$ cat config.mk
export PLATFORM = sky130hd
export DESIGN_NAME = program_loader
export DESIGN_NICKNAME = d
export VERILOG_FILES = /design/src/rtl/loader_pkg.sv /design/src/rtl/loader_xor_acc.sv /design/src/rtl/program_loader.sv
export SDC_FILE = /design/constraint.sdc
export NUM_CORES = 1
export LEC_CHECK = 0
export CORE_ASPECT_RATIO = 0.9
export CORE_UTILIZATION = 35
export CTS_CLUSTER_SIZE = 8
export DETAILED_ROUTE_END_ITERATION = 7
export HOLD_SLACK_MARGIN = 0.12
export PLACE_DENSITY_LB_ADDON = 0.12
export RECOVER_POWER = 100
export SLEW_MARGIN = 30
export SYNTH_ARGS = -nofsm -noshare
export SYNTH_HDL_FRONTEND = slang
export SYNTH_HIERARCHICAL = 1
export SYNTH_SLANG_ARGS = --single-unit
export TNS_END_PERCENT = 20
$ cat constraint.sdc
create_clock -name clk_i -period 1.77 [get_ports clk_i]
set_input_delay 0.2655 -clock clk_i [delete_from_list [all_inputs] [get_ports clk_i]]
set_output_delay 0.2655 -clock clk_i [all_outputs]
set_load 0.01 [all_outputs]
$ cat src/rtl/loader_pkg.sv
// Shared types and constants for the program loader: FSM states, frame field widths,
// checksum seed.
package loader_pkg;

  typedef enum logic [2:0] {
    S_IDLE, S_LEN_HI, S_LEN_LO, S_DATA_HI, S_DATA_LO, S_CHECK, S_DONE, S_ERROR
  } state_e;

  localparam int unsigned LEN_W     = 16;
  localparam int unsigned BYTE_W    = 8;
  localparam logic [7:0]  CSUM_INIT = 8'h00;

  function automatic logic takes_bytes(input state_e s);
    return s inside {S_LEN_HI, S_LEN_LO, S_DATA_HI, S_DATA_LO, S_CHECK};
  endfunction

endpackage

$ cat src/rtl/loader_xor_acc.sv
// Running XOR of data bytes, used as the frame checksum when PROGRAM_LOADER_CHECKSUM_EN
// is defined.
module loader_xor_acc
  import loader_pkg::*;
(
  input  logic              clk_i,
  input  logic              reset_i,
  input  logic              clr_i,
  input  logic              en_i,
  input  logic [BYTE_W-1:0] d_i,
  output logic [BYTE_W-1:0] acc_o
);

  logic [BYTE_W-1:0] acc_q;

  always_ff @(posedge clk_i) begin
    if (reset_i || clr_i)
      acc_q <= CSUM_INIT;
    else if (en_i)
      acc_q <= acc_q ^ d_i;
  end

  assign acc_o = acc_q;

endmodule

$ cat src/rtl/program_loader.sv
// Framed byte-stream loader that fills the 16-bit instruction memory and holds the CPU
// until the image is complete. Optional trailing XOR checksum: PROGRAM_LOADER_CHECKSUM_EN.
//   state     | meaning
//   S_IDLE    | after reset, waiting for start
//   S_LEN_HI  | expecting word-count high byte
//   S_LEN_LO  | expecting word-count low byte
//   S_DATA_HI | expecting instruction high byte
//   S_DATA_LO | expecting instruction low byte (write issued on accept)
//   S_CHECK   | expecting checksum byte
//   S_DONE    | image loaded, CPU released
//   S_ERROR   | load aborted, CPU held
module program_loader
  import loader_pkg::*;
#(
  parameter int ADDR_W = 8
) (
  input  logic              clk_i,
  input  logic              reset_i,
  input  logic              start_i,
  input  logic [7:0]        byte_in_i,
  input  logic              byte_valid_i,
  output logic              byte_ready_o,
  output logic              im_we_o,
  output logic [ADDR_W-1:0] im_addr_o,
  output logic [15:0]       im_wdata_o,
  output logic              cpu_hold_o,
  output logic              done_o,
  output logic              error_o
);

  localparam logic [LEN_W:0] CAPACITY = (LEN_W+1)'(1) << ADDR_W;

  state_e            state_q;
  logic [7:0]        len_hi_q, hi_q;
  logic [LEN_W-1:0]  rem_q;
  logic [ADDR_W-1:0] wr_ptr_q, im_addr_q;
  logic [15:0]       im_wdata_q;
  logic              im_we_q, hold_q, done_q, error_q;

  logic              accept, start_take, csum_ok;
  logic [LEN_W-1:0]  len_d;

  assign byte_ready_o = takes_bytes(state_q);
  assign accept       = byte_valid_i && byte_ready_o;
  assign start_take   = start_i && (state_q inside {S_IDLE, S_DONE, S_ERROR});
  assign len_d        = {len_hi_q, byte_in_i};

`ifdef PROGRAM_LOADER_CHECKSUM_EN
  localparam bit CSUM_EN = 1'b1;
  logic [BYTE_W-1:0] csum;

  loader_xor_acc u_xor_acc (
    .clk_i   (clk_i),
    .reset_i (reset_i),
    .clr_i   (start_take),
    .en_i    (accept && (state_q inside {S_DATA_HI, S_DATA_LO})),
    .d_i     (byte_in_i),
    .acc_o   (csum)
  );

  assign csum_ok = (csum == byte_in_i);
`else
  localparam bit CSUM_EN = 1'b0;
  assign csum_ok = 1'b0;
`endif

  always_ff @(posedge clk_i) begin
    if (reset_i) begin
      state_q    <= S_IDLE;
      len_hi_q   <= '0;
      hi_q       <= '0;
      rem_q      <= '0;
      wr_ptr_q   <= '0;
      im_addr_q  <= '0;
      im_wdata_q <= '0;
      im_we_q    <= 1'b0;
      hold_q     <= 1'b0;
      done_q     <= 1'b0;
      error_q    <= 1'b0;
    end else begin
      im_we_q <= 1'b0;
      case (state_q)
        S_IDLE, S_DONE, S_ERROR: begin
          // DONE entered from the last write raises done one cycle after that write
          if (state_q == S_DONE) begin
            done_q <= 1'b1;
            hold_q <= 1'b0;
          end
          if (start_i) begin
            state_q   <= S_LEN_HI;
            done_q    <= 1'b0;
            error_q   <= 1'b0;
            hold_q    <= 1'b1;
            wr_ptr_q  <= '0;
            im_addr_q <= '0;
          end
        end
        S_LEN_HI: if (accept) begin
          len_hi_q <= byte_in_i;
          state_q  <= S_LEN_LO;
        end
        S_LEN_LO: if (accept) begin
          rem_q <= len_d;
          if ({1'b0, len_d} > CAPACITY) begin
            state_q <= S_ERROR;
            error_q <= 1'b1;
          end else if (len_d == '0) begin
            if (CSUM_EN) begin
              state_q <= S_CHECK;
            end else begin
              state_q <= S_DONE;
              done_q  <= 1'b1;
              hold_q  <= 1'b0;
            end
          end else begin
            state_q <= S_DATA_HI;
          end
        end
        S_DATA_HI: if (accept) begin
          hi_q    <= byte_in_i;
          state_q <= S_DATA_LO;
        end
        S_DATA_LO: if (accept) begin
          im_we_q    <= 1'b1;
          im_wdata_q <= {hi_q, byte_in_i};
          im_addr_q  <= wr_ptr_q;
          wr_ptr_q   <= wr_ptr_q + ADDR_W'(1);
          rem_q      <= rem_q - LEN_W'(1);
          if (rem_q == LEN_W'(1))
            state_q <= CSUM_EN ? S_CHECK : S_DONE;
          else
            state_q <= S_DATA_HI;
        end
        S_CHECK: if (accept) begin
          if (csum_ok) begin
            state_q <= S_DONE;
            done_q  <= 1'b1;
            hold_q  <= 1'b0;
          end else begin
            state_q <= S_ERROR;
            error_q <= 1'b1;
          end
        end
        default: state_q <= S_IDLE;
      endcase
    end
  end

  assign im_we_o    = im_we_q;
  assign im_addr_o  = im_addr_q;
  assign im_wdata_o = im_wdata_q;
  assign cpu_hold_o = hold_q;
  assign done_o     = done_q;
  assign error_o    = error_q;

endmodule

==> flow_results.org <==
** Floorplan
- Die area :: 10000 µm²
- Height of the chip :: 95.1 µm
- Core region area :: 9250 µm²
- The initial utilization of the core area, before any placement, comes to 36.5%.
- Horizontal die dimension :: 105 µm
- Number of placement rows :: 33
- During I/O placement, the number of pins put on the boundary was 41.

** Synth
- After synthesis, the largest area contributor takes up 42.1% of total cell area.
- Count of distinct cell types in the synthesized netlist :: 57
- Post-synth EDFFs :: 0
- For this run, asynchronously set or reset flops after synthesis account for 0%.
- Cell area after technology mapping :: 3370 µm²
- Summing the sequential cell areas from Yosys gives 42.1% of the chip area.
- In the synthesized netlist, the number of instances is 414.
- The biggest area contributor in the post-synthesis netlist is sky130_fd_sc_hd__dfxtp_1.
- Yosys attributes the largest share of cell area to sky130_fd_sc_hd__dfxtp_1, sky130_fd_sc_hd__nand2_1, sky130_fd_sc_hd__a21oi_1, sky130_fd_sc_hd__nor2_1, sky130_fd_sc_hd__mux2i_1.
- Number of register bits inferred by synthesis :: 71
- Total of warnings raised by yosys :: 6
- Post-Syn Nets :: 430
- Among all flip-flop cells after synthesis, the most frequent one is sky130_fd_sc_hd__dfxtp_1.
- Post-synthesis average cell area :: 8.15 µm²

** Finish
- The finished cells cover 4510 µm².
- Cells with a size suffix above 1 make up 20.9% of the layout.
- Area added between synthesis and finish :: 33.8%
- The number of antenna diodes in the final layout is 0.
- Number of nets in the final layout :: 518
- Leaving out fill and tap cells, the most frequent cells in the layout are sky130_fd_sc_hd__nand2_1, sky130_fd_sc_hd__dfxtp_1, sky130_fd_sc_hd__a21oi_1, sky130_fd_sc_hd__buf_4, sky130_fd_sc_hd__nor2_1.
- Commonest non-fill, non-tap cell in the layout :: sky130_fd_sc_hd__nand2_1

** Clocking
- Number of H-tree levels :: 3
- CTS saw 71 sinks.
- Once the clock tree was built, the setup fixing pass inserted 0 buffers.
- Clock-pin slew was measured on the worst setup and hold paths at 80 ps.
- Buffers inserted during clock tree synthesis total 9.
- CTS tree :: done
- CTS placed an instance of sky130_fd_sc_hd__clkbuf_8 at the clock tree root.
- Buffer levels on the longest clock path :: 2
- At the later pin of the worst-skew pair, clock insertion delay measures 350 ps.

** STA
- Setup repair after global routing missed its margin :: true
- The max-slew violation total from the final report is 0.
- Setup ws final :: -72.3 ps
- Normalized max-slew margin :: 71.8%
- Share of the clock period used by the worst path after layout :: 104%
- Post-layout minimum cycle time :: 1840 ps
- The count of final hold-check violations was 0.
- Static timing analysis puts the maximum clock frequency at 543 MHz.
- Final setup violation count :: 4
- Setup TNS :: -208 ps
- Worst Tran Pin Value :: 421 ps
- The clock arrives with 11.1 ps of skew.

** Outcome
- Outcome :: complete, but fails checks
- The checks that failed: setup timing.

** GRT
- Entering global routing, the biggest net connects 26 pins.
- The total overflow left after global routing is 0.
- Overall track demand over capacity in global routing :: 20.0%
- The initial antenna violation count came to 0.
- First-pass GRT wire length :: 15700 µm
- Via count of the first global-routing pass :: 3165

** Placed design
- The congestion estimate from routability-driven global placement came to 0.862.
- HPWL reported at the end of detailed placement :: 6710 µm
- Post-placement cell area :: 4270 µm²
- At the placement stage, the worst setup path has a slack of -246 ps.
- # port buffers :: 40

** Detailed routing
- Detailed-routing iteration count for the pre-antenna-repair pass :: 4
- In the routed layout, each cell is associated on average with a via count of 5.24.
- For this block, the initial DRC count from the detailed router was 164.
- Sum of routed wire length over all layers :: 9420 µm
- DRC errors left :: 0
- Vias :: 3296
- Average wire per cell in the routed design :: 15.0 µm
- The detail route stage leaves a number of antenna-violating nets equal to 0.

** Worst hold path
- Source of the worst hold timing path :: reset_i
- Min-Delay Path Class :: input pin to flop
- Along the worst hold path, the cell count comes to 2.
- Hold EP :: rem_q[6]

** Worst setup path
- Counting both buffers and inverters, the worst setup path holds a total of 0.
- The worst setup path is captured at a flop.
- Kind of start point of the critical path :: flop
- Flop-to-flop setup slack :: -70 ps
- Crit-path cells :: or4_4, or4_4, o21ai_2, a21oi_2, a2111oi_2
- Slowest library cell on the worst path :: sky130_fd_sc_hd__or4_4
- Critical path fanouts, max :: 5
- The critical path is of the flop to flop type.
- Crit-path leading delay family :: simple AND/OR/NAND/NOR gates
- Data on the critical path is required at its endpoint by 2010 ps.
- Origin of the critical flop-to-flop path :: rem_q[11]
- Reg2Reg Depth :: 5
- For the worst setup path, the data arrival time is 2080 ps.
- Reg2Reg Capture Point :: rem_q[15]
- Cell repeated most along the worst path :: sky130_fd_sc_hd__or4_4
- The largest single stage delay on the critical path is 540 ps.

** Power and ir drop
- Peak supply drop :: 0.406 mV
- For this design the static power due to leakage is 1.79 nW.
- Power spread over the standard cell area amounts to 754 nW/µm².

** Flow run
- Max-cap violations in this run came to 0.
## how the worst max path moves through the flow
stage / startpoint / end / slack, ps / cells past startpoint
3_5_place_dp: byte_in_i[2] / state_q[0] / -250 / 6
3_3_place_gp: byte_in_i[2] / state_q[0] / -210 / 6
5_1_grt: rem_q[11] / rem_q[15] / -120 / 5
2_1_floorplan: rem_q[11] / rem_q[15] / -70 / 5
4_1_cts: rem_q[11] / rem_q[15] / -60 / 5
6_report: rem_q[11] / rem_q[15] / -70 / 5
## metrics by stage
stage	power [mW]	cells	hold slack, ps	utilization [%]
finish	3.40	629	311	48.8
global placement	2.12	613	443	46.2
floorplan	1.92	414	401	-
detailed placement	2.12	613	444	46.2
global route	3.55	629	321	48.8
CTS	3.44	629	297	48.6
## registers in the layout (all words and copies together), names as in the netlist
signal and cells:
im_wdata_o 16, rem_q 16, hi_q 8, im_addr_o 8
len_hi_q 8, wr_ptr_q 8, state_q 3, cpu_hold_o 1
done_o 1, error_o 1, im_we_o 1
## what timing repair did
action,4_1_cts,5_1_grt
hold endpoints to repair,0,0
hold buffers,0,0
gates resized for setup,11,11
endpoints found under the setup margin,9,18
pin swaps,1,1
## where the power goes
group          internal [mW]  total, mW  switching (mW)
clock                  0.659       1.31           0.656
combinational          0.200      0.421           0.221
sequential              1.63       1.67          0.0400
## cells in the mapped netlist, drive strengths merged (2+ instances only)
cell     n
o22ai    4
a21oi   53
mux2i   11
and3     3
ha       4
nor3    10
dfxtp   71
nand3b   3
nand3    7
nor2b    5
buf      4
clkbuf  24
nand2   82
a31oi    3
xnor2    2
xor2     8
o21ba    2
o31ai    4
a211oi   7
inv      6
or4      3
nand2b   2
nor4     6
or2      2
nand4    7
a22o     3
nor2    33
o21ai   16
o221ai   3
a311o    2
or3b     2
nor4b    2
## layer usage
metal	up-vias	GRT usage (%)	share of wire (%)
li1	1646	-	-
met1	1565	27.6	49
met2	79	31.8	45
met3	6	4.17	4.4
met4	0	4.93	0.90
met5	-	0	0
## worst register-to-register path: cells and delay by family, from the launching register on
| kind | cells | cell delay, ps |
|---|---|---|
| simple gates | 2 | 1020 |
| flops | 1 | 320 |
| compound gates | 3 | 410 |
## layout make-up
cell class / instances / area (µm²)
fillers: 944 / 4740
multi-input cells: 308 / 1830
flip-flops and latches: 71 / 1430
repair buffers: 105 / 878
well taps: 122 / 153
clock buffers: 10 / 128
clock inverters: 6 / 71.3
inverters: 7 / 26.3
## cell families after synthesis
| group | share of synthesized area, % |
|---|---|
| fa+ha+maj | 1.48 |
| flops | 42.1 |
| mux | 3.26 |
| compound gates | 20.8 |
| xor+xnor | 2.60 |
| buf+inv | 5.82 |
| simple gates | 23.9 |
No activity file was read; power rests on OpenSTA's default activity.
